<file path="src/rtl/stream_mux_rr_if.sv">
// Stream bundle for stream_mux_rr: NCH producer lanes in, one consumer lane out.
interface stream_mux_rr_if #(
    parameter int WIDTH = 8,
    parameter int NCH   = 4,
    parameter int SW    = 2
);
    logic [NCH-1:0]       in_valid;
    logic [NCH*WIDTH-1:0] in_data;
    logic [NCH-1:0]       in_last;
    logic [NCH-1:0]       in_ready;
    logic                 out_valid;
    logic [WIDTH-1:0]     out_data;
    logic                 out_last;
    logic [SW-1:0]        out_ch;
    logic                 out_ready;

    modport master (
        output in_valid, in_data, in_last, out_ready,
        input  in_ready, out_valid, out_data, out_last, out_ch
    );

    modport slave (
        input  in_valid, in_data, in_last, out_ready,
        output in_ready, out_valid, out_data, out_last, out_ch
    );
endinterface

</file>
<file path="src/rtl/stream_mux_rr.sv">
// NCH:1 packet-locking stream mux, fixed-select or round-robin,
// with a registered output stage.
module stream_mux_rr #(
    parameter int WIDTH = 8,
    parameter int NCH   = 4,
    parameter int SW    = 2
) (
    input  logic          clk,
    input  logic          rst,
    input  logic          rr_en,
    input  logic [SW-1:0] s,
    stream_mux_rr_if.slave bus
);

    localparam logic [0:0] IDLE   = 1'b0;
    localparam logic [0:0] LOCKED = 1'b1;

    logic [0:0]       state;
    logic [SW-1:0]    grant;
    logic [SW-1:0]    ptr;
    logic [SW-1:0]    ptr_nxt;
    logic [SW-1:0]    cand;
    logic             cand_ok;
    logic [WIDTH-1:0] sel_data;
    logic             sel_last;
    logic             open;
    logic             acc;

    assign open    = !bus.out_valid || bus.out_ready;
    assign acc     = |(bus.in_valid & bus.in_ready);
    assign ptr_nxt = (grant == SW'(NCH-1)) ? '0 : grant + 1'b1;

    // Round-robin scans ptr..NCH-1 first, then wraps to 0..ptr-1.
    always_comb begin
        cand_ok = 1'b0;
        cand    = '0;
        if (rr_en) begin
            for (int i = 0; i < NCH; i++) begin
                if (!cand_ok && bus.in_valid[i] && SW'(i) >= ptr) begin
                    cand_ok = 1'b1;
                    cand    = SW'(i);
                end
            end
            for (int i = 0; i < NCH; i++) begin
                if (!cand_ok && bus.in_valid[i] && SW'(i) < ptr) begin
                    cand_ok = 1'b1;
                    cand    = SW'(i);
                end
            end
        end else begin
            // Out-of-range selects match no channel and leave the mux idle.
            for (int i = 0; i < NCH; i++) begin
                if (bus.in_valid[i] && SW'(i) == s) begin
                    cand_ok = 1'b1;
                    cand    = s;
                end
            end
        end
    end

    always_comb begin
        bus.in_ready = '0;
        sel_data     = '0;
        sel_last     = 1'b0;
        for (int i = 0; i < NCH; i++) begin
            if (SW'(i) == grant) begin
                sel_data        = bus.in_data[i*WIDTH +: WIDTH];
                sel_last        = bus.in_last[i];
                bus.in_ready[i] = (state == LOCKED) && open;
            end
        end
    end

    always_ff @(posedge clk or posedge rst) begin
        if (rst) begin
            state         <= IDLE;
            grant         <= '0;
            ptr           <= '0;
            bus.out_valid <= 1'b0;
            bus.out_data  <= '0;
            bus.out_last  <= 1'b0;
            bus.out_ch    <= '0;
        end else begin
            unique case (state)
                IDLE: begin
                    if (cand_ok) begin
                        grant <= cand;
                        state <= LOCKED;
                    end
                end
                LOCKED: begin
                    if (acc && sel_last) begin
                        state <= IDLE;
                        ptr   <= ptr_nxt;
                    end
                end
                default: state <= IDLE;
            endcase

            if (acc) begin
                bus.out_valid <= 1'b1;
                bus.out_data  <= sel_data;
                bus.out_last  <= sel_last;
                bus.out_ch    <= grant;
            end else if (bus.out_ready) begin
                bus.out_valid <= 1'b0;
            end
        end
    end

endmodule
</file>
<file path="src/flat_wrapper.sv">
// flat-port wrapper written by rule: the top's interface ports become plain ports
module stream_mux_rr_flat 
#(
    parameter int WIDTH = 8,
    parameter int NCH   = 4,
    parameter int SW    = 2
)
  (clk, rst, rr_en, s, bus_in_valid, bus_in_data, bus_in_last, bus_out_ready, bus_in_ready, bus_out_valid, bus_out_data, bus_out_last, bus_out_ch);
  stream_mux_rr_if #(.WIDTH(WIDTH), .NCH(NCH), .SW(SW)) bus_i ();
  input  logic clk;
  input  logic rst;
  input  logic rr_en;
  input  logic [SW-1:0] s;
  input wire logic [$bits(bus_i.in_valid)-1:0] bus_in_valid;
  input wire logic [$bits(bus_i.in_data)-1:0] bus_in_data;
  input wire logic [$bits(bus_i.in_last)-1:0] bus_in_last;
  input wire logic [$bits(bus_i.out_ready)-1:0] bus_out_ready;
  output wire logic [$bits(bus_i.in_ready)-1:0] bus_in_ready;
  output wire logic [$bits(bus_i.out_valid)-1:0] bus_out_valid;
  output wire logic [$bits(bus_i.out_data)-1:0] bus_out_data;
  output wire logic [$bits(bus_i.out_last)-1:0] bus_out_last;
  output wire logic [$bits(bus_i.out_ch)-1:0] bus_out_ch;
  assign bus_i.in_valid = bus_in_valid;
  assign bus_i.in_data = bus_in_data;
  assign bus_i.in_last = bus_in_last;
  assign bus_i.out_ready = bus_out_ready;
  assign bus_in_ready = bus_i.in_ready;
  assign bus_out_valid = bus_i.out_valid;
  assign bus_out_data = bus_i.out_data;
  assign bus_out_last = bus_i.out_last;
  assign bus_out_ch = bus_i.out_ch;
  stream_mux_rr #(.WIDTH(WIDTH), .NCH(NCH), .SW(SW)) u_core (.clk(clk), .rst(rst), .rr_en(rr_en), .s(s), .bus(bus_i));
endmodule
</file>
<file path="config.mk">
export PLATFORM = sky130hd
export DESIGN_NAME = stream_mux_rr_flat
export DESIGN_NICKNAME = d
export VERILOG_FILES = /design/src/rtl/stream_mux_rr_if.sv /design/src/rtl/stream_mux_rr.sv /design/src/flat_wrapper.sv
export SDC_FILE = /design/constraint.sdc
export NUM_CORES = 1
export LEC_CHECK = 0
export BUFFER_PORTS_ARGS = -buffer_cell sky130_fd_sc_hd__buf_2
export CAP_MARGIN = 30
export CORE_MARGIN = 5
export CORE_UTILIZATION = 41
export DETAILED_ROUTE_END_ITERATION = 7
export GPL_TIMING_DRIVEN = 0
export PLACE_DENSITY = 0.73
export SYNTH_ARGS = -nofsm -noshare
export SYNTH_HDL_FRONTEND = slang
export SYNTH_SLANG_ARGS = --single-unit
</file>
<file path="constraint.sdc">
create_clock -name clk -period 2.1 [get_ports clk]
set_clock_uncertainty 0.2 [all_clocks]
set_input_delay 0.21 -clock clk [delete_from_list [all_inputs] [get_ports clk]]
set_output_delay 0.21 -clock clk [all_outputs]
set_load 0.01 [all_outputs]
</file>
# Word level (Yosys, flattened, before mapping)
# Cells that the tools add are included.
[classes] n_addsub=1 order_cmp=8 eq_ne=7 mux=50 bitwise=2 reduce_logical=36
[op_table] op="two-way mux 1 bit" count=33
[op_table] op="two-way mux 8 bit" count=4
[op_table] op="two-way mux 2 bit" count=12
[op_table] op="logical AND 1 bit" count=21
[op_table] op="== test 2 bit, first input constant" count=4
[op_table] op="zero test 1 bit" count=8
[op_table] op="bitwise AND 4 bit" count=1
[op_table] op="== test 1 x 2 -> 1 bit, first input constant" count=2
[op_table] op=">= comparator 1 x 2 -> 1 bit, first input constant" count=2
[op_table] op=">= comparator 2 bit, first input constant" count=2
[op_table] op="zero test 2 bit" count=2
[op_table] op="less-than comparator 1 x 2 -> 1 bit, first input constant" count=2
[op_table] op="less-than comparator 2 bit, first input constant" count=2
[op_table] op="AND reduction 2 bit" count=2
[op_table] op="OR reduction 4 bit" count=1
[op_table] op="adder 2 x 1 -> 2 bit, second input constant" count=1
[op_table] op="== test 2 bit, second input constant" count=1
[op_table] op="case mux 1 bit (2 select lines)" count=1
[op_table] op="nonzero test 2 bit" count=1
[op_table] op="logical OR 1 bit" count=1
[op_table] op="NOT 1 bit" count=1
[totals] regBits=17 wordCells=111

# Logic depth before layout (Yosys ltp)
[depth] ltp_word=41 mapped_depth=8

# Worst setup path after synthesis
# Ideal clock, no wire load.
[synth_timing] path_kind="register -> register" from="register u_core.grant[1]" to="register u_core.ptr[0]" setup_ns=0.125 arrival_time_ns=1.670 required_time_ns=1.775 path_slack_ns=0.105 stages_incl_launch_ff=8 path_buffers=1 cell_sequence="dfrtp_1 > inv_1 > ha_1 > buf_6 > a21oi_2 > a221o_1 > a21boi_4 > mux2_4"
[synth_between] elab_chain_cells=7
[synth_lines] element="from (decl)" line="stream_mux_rr.sv:19" text="logic [SW-1:0] grant;"
[synth_lines] element="from (signal assigned)" line="stream_mux_rr.sv:87" text="grant <= cand;"
[synth_lines] element="zero test 2 bit" line="stream_mux_rr.sv:66" text="if (SW'(i) == grant) begin"
[synth_lines] element="two-way mux 1 bit (4 in series)" line="stream_mux_rr.sv:66"
[synth_lines] element="logical AND 1 bit" line="stream_mux_rr.sv:92" text="if (acc && sel_last) begin"
[synth_lines] element="AND reduction 2 bit (no line)"
[synth_lines] element="to (signal assigned)" line="stream_mux_rr.sv:94" text="ptr <= ptr_nxt;"
[synth_lines] element="to (decl)" line="stream_mux_rr.sv:20" text="logic [SW-1:0] ptr;"
# Several ways; a longest one is shown, not always the timed one.
# A chain may end at the register's enable or synchronous reset.

# Worst setup path after layout
[layout_timing] from="register u_core.grant[1]" to="register u_core.bus.out_last"
[layout_between] elab_chain_cells=5
[layout_lines] element="zero test 2 bit" line="stream_mux_rr.sv:66"
[layout_lines] element="two-way mux 1 bit (4 in series)" line="stream_mux_rr.sv:66"
[layout_lines] element="to (signal assigned)" line="stream_mux_rr.sv:103" text="bus.out_last <= sel_last;"
[layout_lines] element="to (decl)" line="stream_mux_rr_if.sv:24" text="output in_ready, out_valid, out_data, out_last, out_ch"
# Several ways; a longest one is shown, not always the timed one.

==> impl_metrics.csv <==
group,metric,value,unit
setup_path,critPathKind,"reg -> reg",
floorplanning,fp.dieH,64.27,um
clock_tree,clock_sinks,17,
yosys,synth_area,1207,um2
timing,fmax,476.1,MHz
timing,finalCritPeriodShare,1.000,
setup_path,cp-end-kind,"register",
global_route,grt_pass1_vias,1338,
global_route,overflow,0,
place,port-buffer-count,61,
yosys,synth_top_area_frac,0.3523,
timing,hold_ws,0.07602,ns
status,status,"finished, violations left",
place,gp_congestion,0.8403,
floorplanning,ioPinCount,62,
setup_path,critPathLaunchType,"register",
routing,antenna_left,0,
pwr,power.leakage,0.9247,nW
pwr,p_sw_frac,0.4192,
worst_hold_path,hold_path.class,"in -> reg",
global_route,track_usage,0.1774,
finish,multiInputGateArea,701.9,um2
routing,vias,1325,
place,dpl.hpwl,2.757,mm
yosys,synth_flop_cell,"dfrtp_1",
timing,setup_violations,1,
setup_path,cp_slowest_cell,"dfrtp_1",
pwr,seq_power_share,0.257,
yosys,synth-async-reset-ratio,1.000,
floorplanning,core.rowCount,19,
setup_path,crit_chain,"buf_4, ha_4, a22o_1, o211a_1, a21boi_4, buf_4, buf_4, a21o_2",
yosys,yosys.cell_types.count,38,
yosys,syn_nets,182,
finish,final_nets,266,
timing,drv_slew,0,
floorplanning,die_w,64.27,um
pwr,p_int,1.416,mW
finish,layout-drive-gt1-share,0.4698,
setup_path,cp_max_fo,4,
routing,dr.pass1.iters,6,
setup_path,cp.required,2.09,ns
clock_tree,h-tree-depth,1,
routing,wl,3.844,mm
yosys,synthCells,132,
finish,final_area,1795,um2
clock_tree,cts.path.max_buffers,2,
global_route,grt_max_degree,18,
routing,wl_per_cell,15.63,um
setup_path,slowest_delay,0.44,ns
global_route,grt_pass1_wl,6.030,mm
yosys,synth_area_per_cell,9.147,um2
yosys,synth_area_leaders,"dfrtp_1 (35%), a211o_1 (5.8%), a221oi_1 (5.8%)",
yosys,yosysSeqAreaShare,0.3523,
pwr,power.share.clock,0.072,
run,maxCapViolCount,0,
finish,area_growth,48.70,%
floorplanning,die_area,4130,um2
timing,rsz0062_at_grt,"true",
clock_tree,cts_tree,"built",
floorplanning,initial_core_util,0.4341,
timing,tightest_slew,0.6458,ns
yosys,netlist_top_cells_count,"dfrtp_1 (17), inv_1 (17), nand2_1 (13), nor2_1 (10)",
finish,nFillCells,252,
routing,first_iter_violations,114,
pwr,comb_power_share,0.671,
finish,diodes,0,
timing,timing.final.ws_setup,-0.0005784,ns
timing,period_minus_slack,2.101,ns
pwr,p_per_area,1358,nW/um2
routing,vias_per_cell,5.386,
pwr,vdd_drop_max,0.9511,mV
yosys,synth-seq-cells,17,
pwr,netSwitchingPower,1.022,mW
yosys,ys_warn_count,0,
clock_tree,cts_root_buf,"clkbuf_4",
place,placed_cell_area,1551,um2
yosys,synth_edf_count,0,
clock_tree,clk_latency,0.28,ns
timing,hold_violations,0,
finish,seq_area,426.7,um2
yosys,yosysTopAreaCell,"dfrtp_1",
floorplanning,core_area,2781,um2
routing,route.detailed.drc,0,
global_route,antenna_found_initial,0,
setup_path,cpMostUsedCell,"buf_4",
clock_tree,cts.clk_slew.worst_paths,0.10,ns
place,dp.cells,224,
status,violations,"setup timing",
timing,relSlewSlack,0.5690,
setup_path,crit_arrival,2.09,ns
clock_tree,numCtsBuffers,3,
finish,post_layout_nonfiller_instances,246,
through the flow:
step             util  setup slack [ns]  total power [mW]    TNS (ns)
3_3_place_gp   0.5578          -0.01922             1.960    -0.03715
3_5_place_dp   0.5578          -0.05559             2.015     -0.1103
5_1_grt        0.6455          -0.04290             2.635     -0.1121
4_1_cts        0.6208           0.01201             2.295           0
6_report       0.6455        -0.0005784             2.438  -0.0005784
2_1_floorplan       -            0.1051             1.586           0
path summary, 6_finish.rpt:
| kind | from | end | slack, ns | cells after the start |
|---|---|---|---|---|
| setup / recovery | u_core.grant[1] | u_core.bus.out_last | -0.0006 | 8 |
| hold / removal | bus_in_data[22] | u_core.bus.out_data[6] | 0.08 | 4 |
| setup reg to reg | u_core.grant[1] | u_core.bus.out_last | -0.0006 | 8 |
| hold reg to reg | u_core.bus.out_last | u_core.bus.out_last | 0.29 | 1 |
| max in group asynchronous | rst | u_core.grant[0] | 0.90 | 3 |
| min in group asynchronous | rst | u_core.bus.out_data[4] | 0.34 | 3 |
cells in the final DEF, fill, tap and decap left out, types with 2 or more instances in the layout:
| cell type | instances |
|---|---|
| buf_6 | 4 |
| mux2_2 | 2 |
| inv_1 | 15 |
| clkbuf_4 | 3 |
| a21oi_1 | 4 |
| a221oi_1 | 8 |
| dfrtp_1 | 16 |
| o221ai_1 | 2 |
| ha_4 | 3 |
| a31oi_1 | 8 |
| o21ai_0 | 3 |
| mux2_4 | 2 |
| nor2_1 | 9 |
| and3_1 | 3 |
| buf_4 | 12 |
| dlygate4sd3_1 | 9 |
| a211o_1 | 8 |
| nand2_1 | 13 |
| buf_2 | 62 |
| nand2b_1 | 4 |
metal layers:
metal	share of wire	GRT usage	wire (um)
met3	0.093	0.04553	357
met5	0	0	0
met4	0.010	0.02545	40
met2	0.51	0.3147	1946
met1	0.39	0.2192	1499
worst max-delay path, delay by kind of cell, from the launching register on:
| family | cells | cell delay (ns) |
|---|---|---|
| buffers and inverters | 3 | 0.42 |
| flip-flops | 1 | 0.44 |
| adder cells (fa/ha/maj) | 1 | 0.15 |
| AO/OA/AOI/OAI | 4 | 0.79 |
cell families (layout without fill, tap and decap cells):
group	after synthesis	in the layout	share of synthesized area
muxes	6	6	0.07046
DFF	17	17	0.3523
AOI/OAI and AO/OA	45	45	0.2974
buffers and inverters	25	108	0.1015
and+or+nand+nor	35	35	0.1368
adders and majority gates	4	4	0.04145
area by class of cell:
| class | instances | area share |
|---|---|---|
| multi-input combinational | 90 | 0.3909 |
| buffer | 7 | 0.03624 |
| sequential | 17 | 0.2376 |
| timing repair buffer | 80 | 0.2620 |
| inverter | 17 | 0.03693 |
| tap | 31 | 0.02160 |
| clock buffer | 4 | 0.01463 |
registers in the layout, indices dropped and copies added (netlist names):
name / flops
u_core.bus.out_data: 8
u_core.bus.out_ch: 2
u_core.grant: 2
u_core.ptr: 2
u_core.bus.out_last: 1
u_core.bus.out_valid: 1
u_core.state: 1
power by group through the flow:
stage	logic, mW	registers, mW	clock network, mW
after floorplan	0.928	0.658	0
after global placement	1.35	0.610	0
after detailed placement	1.39	0.622	0
after CTS	1.50	0.617	0.178
after global routing	1.78	0.654	0.199
final	1.64	0.627	0.176
timing repair:
item | 4_1_cts | 5_1_grt
setup buffers | 5 | 5
setup endpoints to repair | 3 | 5
hold buffers | 9 | 0
hold endpoints to repair | 25 | 0
gates resized for setup | 7 | 11
pin swaps | 2 | 3
Note: power is estimated with default switching activity, not from simulation.
